`src/rtl/axi_lite_reg_master.sv`:
```
// Command-driven AXI4-Lite master for single register reads/writes, with an optional
// two-beat 64-bit read (hi word at ADDR, lo word at ADDR+4) and a response-wait timeout.
module axi_lite_reg_master #(
    parameter int C_M_AXI_DATA_WIDTH = 32,
    parameter int C_M_AXI_ADDR_WIDTH = 12,
    parameter int C_TIMEOUT_CYCLES   = 1024
) (
    input  logic                            clk,
    input  logic                            resetn,

    input  logic                            cmd_valid,
    output logic                            cmd_ready,
    input  logic                            cmd_write,
    input  logic                            cmd_wide,
    input  logic [C_M_AXI_ADDR_WIDTH-1:0]   cmd_addr,
    input  logic [31:0]                     cmd_wdata,
    input  logic [3:0]                      cmd_wstrb,

    output logic                            rsp_valid,
    input  logic                            rsp_ready,
    output logic [63:0]                     rsp_rdata,
    output logic [1:0]                      rsp_resp,
    output logic                            rsp_timeout,
    output logic                            busy,

    output logic [C_M_AXI_ADDR_WIDTH-1:0]   M_AXI_AWADDR,
    output logic                            M_AXI_AWVALID,
    input  logic                            M_AXI_AWREADY,
    output logic [C_M_AXI_DATA_WIDTH-1:0]   M_AXI_WDATA,
    output logic [C_M_AXI_DATA_WIDTH/8-1:0] M_AXI_WSTRB,
    output logic                            M_AXI_WVALID,
    input  logic                            M_AXI_WREADY,
    input  logic [1:0]                      M_AXI_BRESP,
    input  logic                            M_AXI_BVALID,
    output logic                            M_AXI_BREADY,
    output logic [C_M_AXI_ADDR_WIDTH-1:0]   M_AXI_ARADDR,
    output logic                            M_AXI_ARVALID,
    input  logic                            M_AXI_ARREADY,
    input  logic [C_M_AXI_DATA_WIDTH-1:0]   M_AXI_RDATA,
    input  logic [1:0]                      M_AXI_RRESP,
    input  logic                            M_AXI_RVALID,
    output logic                            M_AXI_RREADY
);

    localparam int CNT_W = $clog2(C_TIMEOUT_CYCLES);
    localparam int AW    = C_M_AXI_ADDR_WIDTH;

    typedef enum logic [2:0] {
        S_IDLE,
        S_WR_AW_W,
        S_WR_B,
        S_RD_AR,
        S_RD_R,
        S_RSP
    } state_t;

    state_t                  r_state;
    state_t                  w_state_nxt;

    logic [AW-1:0]           r_addr;
    logic                    r_wide;
    logic                    r_beat;
    logic [CNT_W-1:0]        r_cnt;

    logic                    r_awvalid;
    logic [AW-1:0]           r_awaddr;
    logic                    r_wvalid;
    logic [C_M_AXI_DATA_WIDTH-1:0]   r_wdata;
    logic [C_M_AXI_DATA_WIDTH/8-1:0] r_wstrb;
    logic                    r_bready;
    logic                    r_arvalid;
    logic [AW-1:0]           r_araddr;
    logic                    r_rready;

    logic                    r_cmd_ready;
    logic                    r_busy;
    logic                    r_rsp_valid;
    logic [63:0]             r_rsp_rdata;
    logic [1:0]              r_rsp_resp;
    logic                    r_rsp_timeout;

    logic                    w_accept;
    logic                    w_aw_hs;
    logic                    w_w_hs;
    logic                    w_b_hs;
    logic                    w_ar_hs;
    logic                    w_r_hs;
    logic                    w_expired;
    logic [AW-1:0]           w_cmd_addr_al;

    // Keep the first error code of a transaction; later OKAYs must not hide it.
    function automatic logic [1:0] merge_resp(input logic [1:0] cur, input logic [1:0] nxt);
        return (cur != 2'b00) ? cur : nxt;
    endfunction

    assign w_accept      = cmd_valid && r_cmd_ready;
    assign w_aw_hs       = r_awvalid && M_AXI_AWREADY;
    assign w_w_hs        = r_wvalid && M_AXI_WREADY;
    assign w_b_hs        = M_AXI_BVALID && r_bready;
    assign w_ar_hs       = r_arvalid && M_AXI_ARREADY;
    assign w_r_hs        = M_AXI_RVALID && r_rready;
    assign w_expired     = (r_cnt == CNT_W'(C_TIMEOUT_CYCLES - 1));
    assign w_cmd_addr_al = cmd_addr & ~AW'(3);

    always_ff @(posedge clk) begin
        if (!resetn) begin
            r_state <= S_IDLE;
        end else begin
            r_state <= w_state_nxt;
        end
    end

    always_comb begin
        w_state_nxt = r_state;
        case (r_state)
            S_IDLE: begin
                if (w_accept) begin
                    w_state_nxt = cmd_write ? S_WR_AW_W : S_RD_AR;
                end
            end
            S_WR_AW_W: begin
                if ((!r_awvalid || M_AXI_AWREADY) && (!r_wvalid || M_AXI_WREADY)) begin
                    w_state_nxt = S_WR_B;
                end
            end
            S_WR_B: begin
                if (w_b_hs || w_expired) begin
                    w_state_nxt = S_RSP;
                end
            end
            S_RD_AR: begin
                if (w_ar_hs) begin
                    w_state_nxt = S_RD_R;
                end
            end
            S_RD_R: begin
                if (w_r_hs) begin
                    w_state_nxt = (r_wide && !r_beat) ? S_RD_AR : S_RSP;
                end else if (w_expired) begin
                    w_state_nxt = S_RSP;
                end
            end
            S_RSP: begin
                if (rsp_ready) begin
                    w_state_nxt = S_IDLE;
                end
            end
            default: w_state_nxt = S_IDLE;
        endcase
    end

    // State-derived outputs are registered from the next state so every output is a flop.
    always_ff @(posedge clk) begin
        if (!resetn) begin
            r_bready      <= 1'b1;
            r_rready      <= 1'b1;
            r_cmd_ready   <= 1'b1;
            r_busy        <= 1'b0;
            r_rsp_valid   <= 1'b0;
            r_cnt         <= '0;
        end else begin
            r_bready      <= (w_state_nxt == S_IDLE) || (w_state_nxt == S_WR_B);
            r_rready      <= (w_state_nxt == S_IDLE) || (w_state_nxt == S_RD_R);
            r_cmd_ready   <= (w_state_nxt == S_IDLE);
            r_busy        <= (w_state_nxt != S_IDLE);
            r_rsp_valid   <= (w_state_nxt == S_RSP);
            r_cnt         <= ((r_state == S_WR_B) || (r_state == S_RD_R)) ? r_cnt + 1'b1 : '0;
        end
    end

    always_ff @(posedge clk) begin
        if (!resetn) begin
            r_addr        <= '0;
            r_wide        <= 1'b0;
            r_beat        <= 1'b0;
            r_awvalid     <= 1'b0;
            r_awaddr      <= '0;
            r_wvalid      <= 1'b0;
            r_wdata       <= '0;
            r_wstrb       <= '0;
            r_arvalid     <= 1'b0;
            r_araddr      <= '0;
            r_rsp_rdata   <= '0;
            r_rsp_resp    <= 2'b00;
            r_rsp_timeout <= 1'b0;
        end else begin
            case (r_state)
                S_IDLE: begin
                    if (w_accept) begin
                        r_addr        <= w_cmd_addr_al;
                        r_wide        <= cmd_wide && !cmd_write;
                        r_beat        <= 1'b0;
                        r_rsp_rdata   <= '0;
                        r_rsp_resp    <= 2'b00;
                        r_rsp_timeout <= 1'b0;
                        if (cmd_write) begin
                            r_awvalid <= 1'b1;
                            r_awaddr  <= w_cmd_addr_al;
                            r_wvalid  <= 1'b1;
                            r_wdata   <= cmd_wdata;
                            r_wstrb   <= cmd_wstrb;
                        end else begin
                            r_arvalid <= 1'b1;
                            r_araddr  <= w_cmd_addr_al;
                        end
                    end
                end
                S_WR_AW_W: begin
                    if (w_aw_hs) begin
                        r_awvalid <= 1'b0;
                    end
                    if (w_w_hs) begin
                        r_wvalid <= 1'b0;
                    end
                end
                S_WR_B: begin
                    if (w_b_hs) begin
                        r_rsp_resp <= merge_resp(r_rsp_resp, M_AXI_BRESP);
                    end else if (w_expired) begin
                        r_rsp_resp    <= 2'b10;
                        r_rsp_timeout <= 1'b1;
                    end
                end
                S_RD_AR: begin
                    if (w_ar_hs) begin
                        r_arvalid <= 1'b0;
                    end
                end
                S_RD_R: begin
                    if (w_r_hs) begin
                        r_rsp_resp <= merge_resp(r_rsp_resp, M_AXI_RRESP);
                        if (r_wide && !r_beat) begin
                            // High word first; the low word lives at the next (wrapping) address.
                            r_rsp_rdata[63:32] <= M_AXI_RDATA;
                            r_beat             <= 1'b1;
                            r_araddr           <= r_addr + AW'(4);
                            r_arvalid          <= 1'b1;
                        end else begin
                            r_rsp_rdata[31:0]  <= M_AXI_RDATA;
                        end
                    end else if (w_expired) begin
                        r_rsp_resp    <= 2'b10;
                        r_rsp_timeout <= 1'b1;
                    end
                end
                S_RSP: begin
                    if (rsp_ready) begin
                        r_rsp_timeout <= 1'b0;
                    end
                end
                default: ;
            endcase
        end
    end

    assign cmd_ready     = r_cmd_ready;
    assign busy          = r_busy;
    assign rsp_valid     = r_rsp_valid;
    assign rsp_rdata     = r_rsp_rdata;
    assign rsp_resp      = r_rsp_resp;
    assign rsp_timeout   = r_rsp_timeout;

    assign M_AXI_AWADDR  = r_awaddr;
    assign M_AXI_AWVALID = r_awvalid;
    assign M_AXI_WDATA   = r_wdata;
    assign M_AXI_WSTRB   = r_wstrb;
    assign M_AXI_WVALID  = r_wvalid;
    assign M_AXI_BREADY  = r_bready;
    assign M_AXI_ARADDR  = r_araddr;
    assign M_AXI_ARVALID = r_arvalid;
    assign M_AXI_RREADY  = r_rready;

endmodule

```
`config.mk`:
```
export PLATFORM = sky130hd
export DESIGN_NAME = axi_lite_reg_master
export DESIGN_NICKNAME = d
export VERILOG_FILES = /design/src/rtl/axi_lite_reg_master.sv
export SDC_FILE = /design/constraint.sdc
export NUM_CORES = 1
export LEC_CHECK = 0
export CORE_ASPECT_RATIO = 0.7
export CORE_UTILIZATION = 35
export CTS_CLUSTER_SIZE = 14
export DETAILED_ROUTE_END_ITERATION = 8
export HOLD_SLACK_MARGIN = 0.06
export PLACE_DENSITY_LB_ADDON = 0.12
export SLEW_MARGIN = 20
export SYNTH_ARGS = -nofsm -noshare
export SYNTH_HDL_FRONTEND = slang
export SYNTH_SLANG_ARGS = --single-unit
```
`constraint.sdc`:
```
create_clock -name clk -period 2.1 [get_ports clk]
set_input_delay 0.21 -clock clk [delete_from_list [all_inputs] [get_ports clk]]
set_output_delay 0.21 -clock clk [all_outputs]
set_load 0.02 [all_outputs]
```
After elaboration in Yosys (flattened, before gate mapping)
Index checks and enable logic that the tools add are counted.
{ "totals": {"register_bits": 158, "inputBits": 95, "elab_cells": 131} }
{ "classes": {"add_sub_neg": 2, "n_eq_ne": 23, "n_mux": 46, "n_reduce_logical": 39} }
{ "ops": {"columns": ["cell", "n"], "rows": [
  ["64-bit two-way mux", 2],
  ["64-bit one-hot mux with 2 select lines", 1],
  ["32-bit two-way mux", 2],
  ["12-bit two-way mux", 4],
  ["3-bit two-way mux", 8],
  ["2-bit != test, second input constant", 12],
  ["12-bit one-hot mux with 2 select lines", 1],
  ["4-bit AND reduction", 5],
  ["3-bit one-hot mux with 6 select lines", 1],
  ["1-bit two-way mux", 14],
  ["2-bit two-way mux", 7],
  ["12-bit by 3-bit adder with 12-bit output, second input constant", 1],
  ["3-bit == test, second input constant", 4],
  ["10-bit by 1-bit adder with 10-bit output, second input constant", 1],
  ["10-bit == test, second input constant", 1],
  ["5-bit AND reduction", 2],
  ["3-bit by 2-bit == test with 1-bit output, second input constant", 3],
  ["1-bit logical AND", 9],
  ["3-bit nonzero test", 3],
  ["3-bit zero test", 2],
  ["1-bit logical OR", 6],
  ["3-bit != test, second input constant", 2],
  ["1-bit one-hot mux with 2 select lines", 3],
  ["2-bit one-hot mux with 3 select lines", 1],
  ["9 further kinds", 15]
]} }

Depth between registers and ports, before layout
{ "logic_depth": {"word_depth": 7, "ltp_mapped": 7, "ltp_nobuf": 6} }

Worst setup path before layout
Ideal clock, no wire load.
{ "synth_path": {"path_kind": "register -> register", "startpoint": "register r_cmd_ready (netlist: cmd_ready)", "endpoint": "register r_araddr[2] (netlist: M_AXI_ARADDR[2])", "arrival_ps": 1646, "required_ps": 1984, "slack_ps": 338, "path_stages_with_launch": 8, "n_path_buf": 2, "cell_sequence": "dfxtp_1 > nand2_1 > or4_1 > buf_2 > o2bb2ai_2 > buf_4 > o211ai_1 > o211a_1"} }
{ "synth_between": {"elab_chain_len": 3} }
{ "synth_rtl": {"columns": ["element", "line_no", "rtl"], "rows": [
  ["start: declaration", "75", "logic r_cmd_ready;"],
  ["start signal: assignment", "164", "r_cmd_ready <= (w_state_nxt == S_IDLE);"],
  ["1-bit logical AND", "96", "assign w_accept = cmd_valid && r_cmd_ready;"],
  ["2-bit != test (no line)", null, null],
  ["5-bit AND reduction (no line)", null, null],
  ["end signal: assignment", "204", "r_araddr <= w_cmd_addr_al;"],
  ["end signal: assignment", "236", "r_araddr <= r_addr + AW'(4);"],
  ["end: declaration", "72", "logic [AW-1:0] r_araddr;"]
]} }
Every way passes these cells.
A chain may end at the register's enable or synchronous reset.

Worst setup path in the final report
{ "layout_path": {"startpoint": "register r_cnt[0]", "endpoint": "register r_busy (netlist: busy)"} }
{ "layout_between": {"elab_chain_len": 5} }
{ "layout_rtl": {"columns": ["element", "line_no", "rtl"], "rows": [
  ["start: declaration", "63", "logic [CNT_W-1:0] r_cnt;"],
  ["start signal: assignment", "167", "r_cnt <= ((r_state == S_WR_B) || (r_state == S_RD_R)) ? r_cnt + 1'b1 : '0;"],
  ["10-bit == test *", "102", "assign w_expired = (r_cnt == CNT_W'(C_TIMEOUT_CYCLES - 1));"],
  ["3-bit two-way mux / 1-bit logical OR (equally long branches)", "139, 127", null],
  ["3-bit two-way mux, on equally long branches", "137, 127", null],
  ["3-bit one-hot mux with 6 select lines *", "115", "case (r_state)"],
  ["3-bit nonzero test *", "165", "r_busy <= (w_state_nxt != S_IDLE);"],
  ["end signal: assignment", "165", null],
  ["end: declaration", "76", "logic r_busy;"]
]} }
Every way passes the cells marked *; elsewhere a longest branch is shown, timed or not.

==> flow_summary.json <==
{
  "cts_hold_buf": 0,
  "dp_cells": 1173,
  "area_growth_pct": 48.9,
  "finClkSkew_ns": 0.0116,
  "cpPeakStageDelay_ns": 0.34,
  "arrival_ns": 2.17,
  "critPathSlowestCell": "dfxtp_1",
  "initial_core_util_pct": 36.5,
  "status": "finished clean",
  "vias": 5863,
  "yosysTopAreaCell": "dfxtp_1",
  "clkLatencyLatePin_ns": 0.43,
  "layout.nets": 1058,
  "htreeDepth": 4,
  "ys_types": 54,
  "vias_per_cell": 4.87,
  "cp-end-kind": "register",
  "netlist_area_mm2": 0.00640,
  "dieHeight_um": 115,
  "cts.path.max_buffers": 2,
  "critPathTopFamily": "simple AND/OR/NAND/NOR gates",
  "setup_viol": 0,
  "cp-start-kind": "register",
  "dp_hpwl_mm": 13.0,
  "post-cts-setup-buffers": 0,
  "power_density_mw_per_mm2": 983,
  "ios": 230,
  "path_cells": "ha_1 -> and4_1 -> nand3_1 -> nor2_1 -> o311a_1 -> or3_1",
  "critPathRequiredTime_ns": 2.41,
  "path_buf_inv": 0,
  "slew_viol_final": 0,
  "die_x_um": 164,
  "grt_pass1_wl_mm": 29.7,
  "clock.fmax_ghz": 0.536,
  "fin_crit_sh_pct": 88.8,
  "first_pass_iters": 4,
  "hold_violations": 0,
  "synth_top_area_share_pct": 48.8,
  "min_path_type": "input pin to register",
  "antenna_found_initial": 0,
  "drive_gt1_share_pct": 7.19,
  "rsz0062_at_grt": "no",
  "cts_tree": "built",
  "maxCapViolCount": 0,
  "synth_seq_cells": 156,
  "wl_per_cell_um": 15.6,
  "clk_pin_slew_ns": 0.06,
  "grt_pass1_vias": 5656,
  "cts.sinks": 156,
  "ant_nets": 0,
  "grt.total_usage_pct": 20.2,
  "whs_ns": 0.246,
  "yosys-top-cells-area": "dfxtp_1, a21boi_0, nand2_1",
  "max-vdd-ir-drop_uv": 520,
  "synth_warnings": 0,
  "drtIter0Drc": 425,
  "core_mm2": 0.0175,
  "die-area_mm2": 0.0188,
  "synth_cells": 749,
  "place_ws_ns": 0.0428,
  "routabilityCongestion": 0.802,
  "avgSynthCellArea_um2": 8.54,
  "synth-main-ff-cell": "dfxtp_1",
  "period_minus_slack_ns": 1.87,
  "ys_seq_area_share_pct": 48.8,
  "layout.cells.non_filler": 1205,
  "rows": 40,
  "async_flop_share_pct": 0,
  "cts_root_buf": "clkbuf_16",
  "antenna_cells": 0,
  "setup_tns_ns": 0,
  "postRouteWirelength_mm": 18.8,
  "synth-edff-count": 0,
  "final_util_pct": 54.4,
  "cp_max_fo": 5,
  "worstSetupPathType": "register to register",
  "post_cts_resized": 0,
  "grt_overflow": 0,
  "p_leak_nw": 3.27,
  "worst_slack_ns": 0.235,
  "numCtsBuffers": 17,
  "numPortBuffers": 223,
  "drc": 0,
  "grt_max_degree": 80
}
-- flip-flops by register name (all words and copies together), names as in the netlist, 2 cells and up --
name          count
M_AXI_AWADDR     10
rsp_rdata        64
rsp_resp          2
r_cnt            10
M_AXI_ARADDR     10
r_addr           10
M_AXI_WDATA      32
r_state           3
M_AXI_WSTRB       4
-- cells by family after synthesis --
group / Yosys count / synth area share [%]
simple gates: 338 / 22.9
compound gates: 175 / 21.3
flops: 156 / 48.8
buf+inv: 61 / 4.28
xor+xnor: 16 / 2.19
fa+ha+maj: 2 / 0.391
other cells: 1 / 0.0586
-- layout by cell type, fill, tap and decap left out, types with 3 or more instances in the layout --
cell type,instances
nor2_1,18
o22ai_1,3
o221ai_1,5
dfxtp_1,155
clkinv_2,3
xor2_1,10
a22oi_1,3
o21ai_0,3
and3_1,3
inv_6,3
o211a_1,4
o211ai_1,4
and4_1,3
xnor2_1,6
and2_1,3
o32ai_1,3
nand4_1,3
a21boi_0,126
nand2_1,212
clkinvlp_4,3
nand3_1,74
buf_12,7
conb_1,4
buf_4,20
clkdlybuf4s50_1,222
nor3_1,4
clkbuf_16,17
a21oi_1,5
a21boi_1,5
-- power breakdown --
part	internal, W	total (W)	switching [W]
logic	0.00116	0.00284	0.00168
registers	0.00325	0.00346	0.000211
clock network	0.00176	0.00306	0.00130
total	0.00617	0.00937	0.00319
-- stage by stage --
stage / power, W / instance area (um2)
CTS: 0.00946 / 9530
finish: 0.00937 / 9530
detailed placement: 0.00637 / 8950
floorplan: 0.00509 / 6410
global route: 0.00987 / 9530
global placement: 0.00637 / 8950
-- synthesized netlist by cell type, types with 3 or more instances --
master and n:
nand2_1 212, dfxtp_1 156, a21boi_0 126, nand3_1 74, clkbuf_1 38, nor2_1 18, buf_2 15, xor2_1 10
xnor2_1 6, a21boi_1 5, a21oi_1 5, buf_4 5, o221ai_1 5, and2_1 4, nor3_1 4, o211a_1 4
o211ai_1 4, a22oi_1 3, and3_1 3, and4_1 3, nand4_1 3, o21ai_0 3, o22ai_1 3, o32ai_1 3
-- final cells by class --
class / count / area (um2)
clock inverters: 13 / 141
multi-input cells: 535 / 3020
fillers: 1637 / 7990
repair buffers: 249 / 2510
well taps: 231 / 289
clock buffers: 19 / 433
flip-flops and latches: 156 / 3120
inverters: 2 / 7.51
-- path summary, 6_finish.rpt --
| path | startpoint | slack (ns) | endpoint | cells after the start |
|---|---|---|---|---|
| worst min-delay path | resetn | 0.25 | rsp_rdata[18] | 2 |
| worst min register to register | M_AXI_ARADDR[6] | 0.45 | M_AXI_ARADDR[6] | 2 |
| worst max-delay path | r_cnt[0] | 0.23 | busy | 6 |
| worst max register to register | r_cnt[0] | 0.23 | busy | 6 |
-- per-layer routing --
metal	track usage [%]	up-vias	part of all wire [%]
met4	6.30	0	1.0
met3	4.69	16	6.0
met2	30.2	177	42
met1	28.7	2706	51
li1	-	2964	-
met5	0	-	0
(Power assumes the default switching activity.)
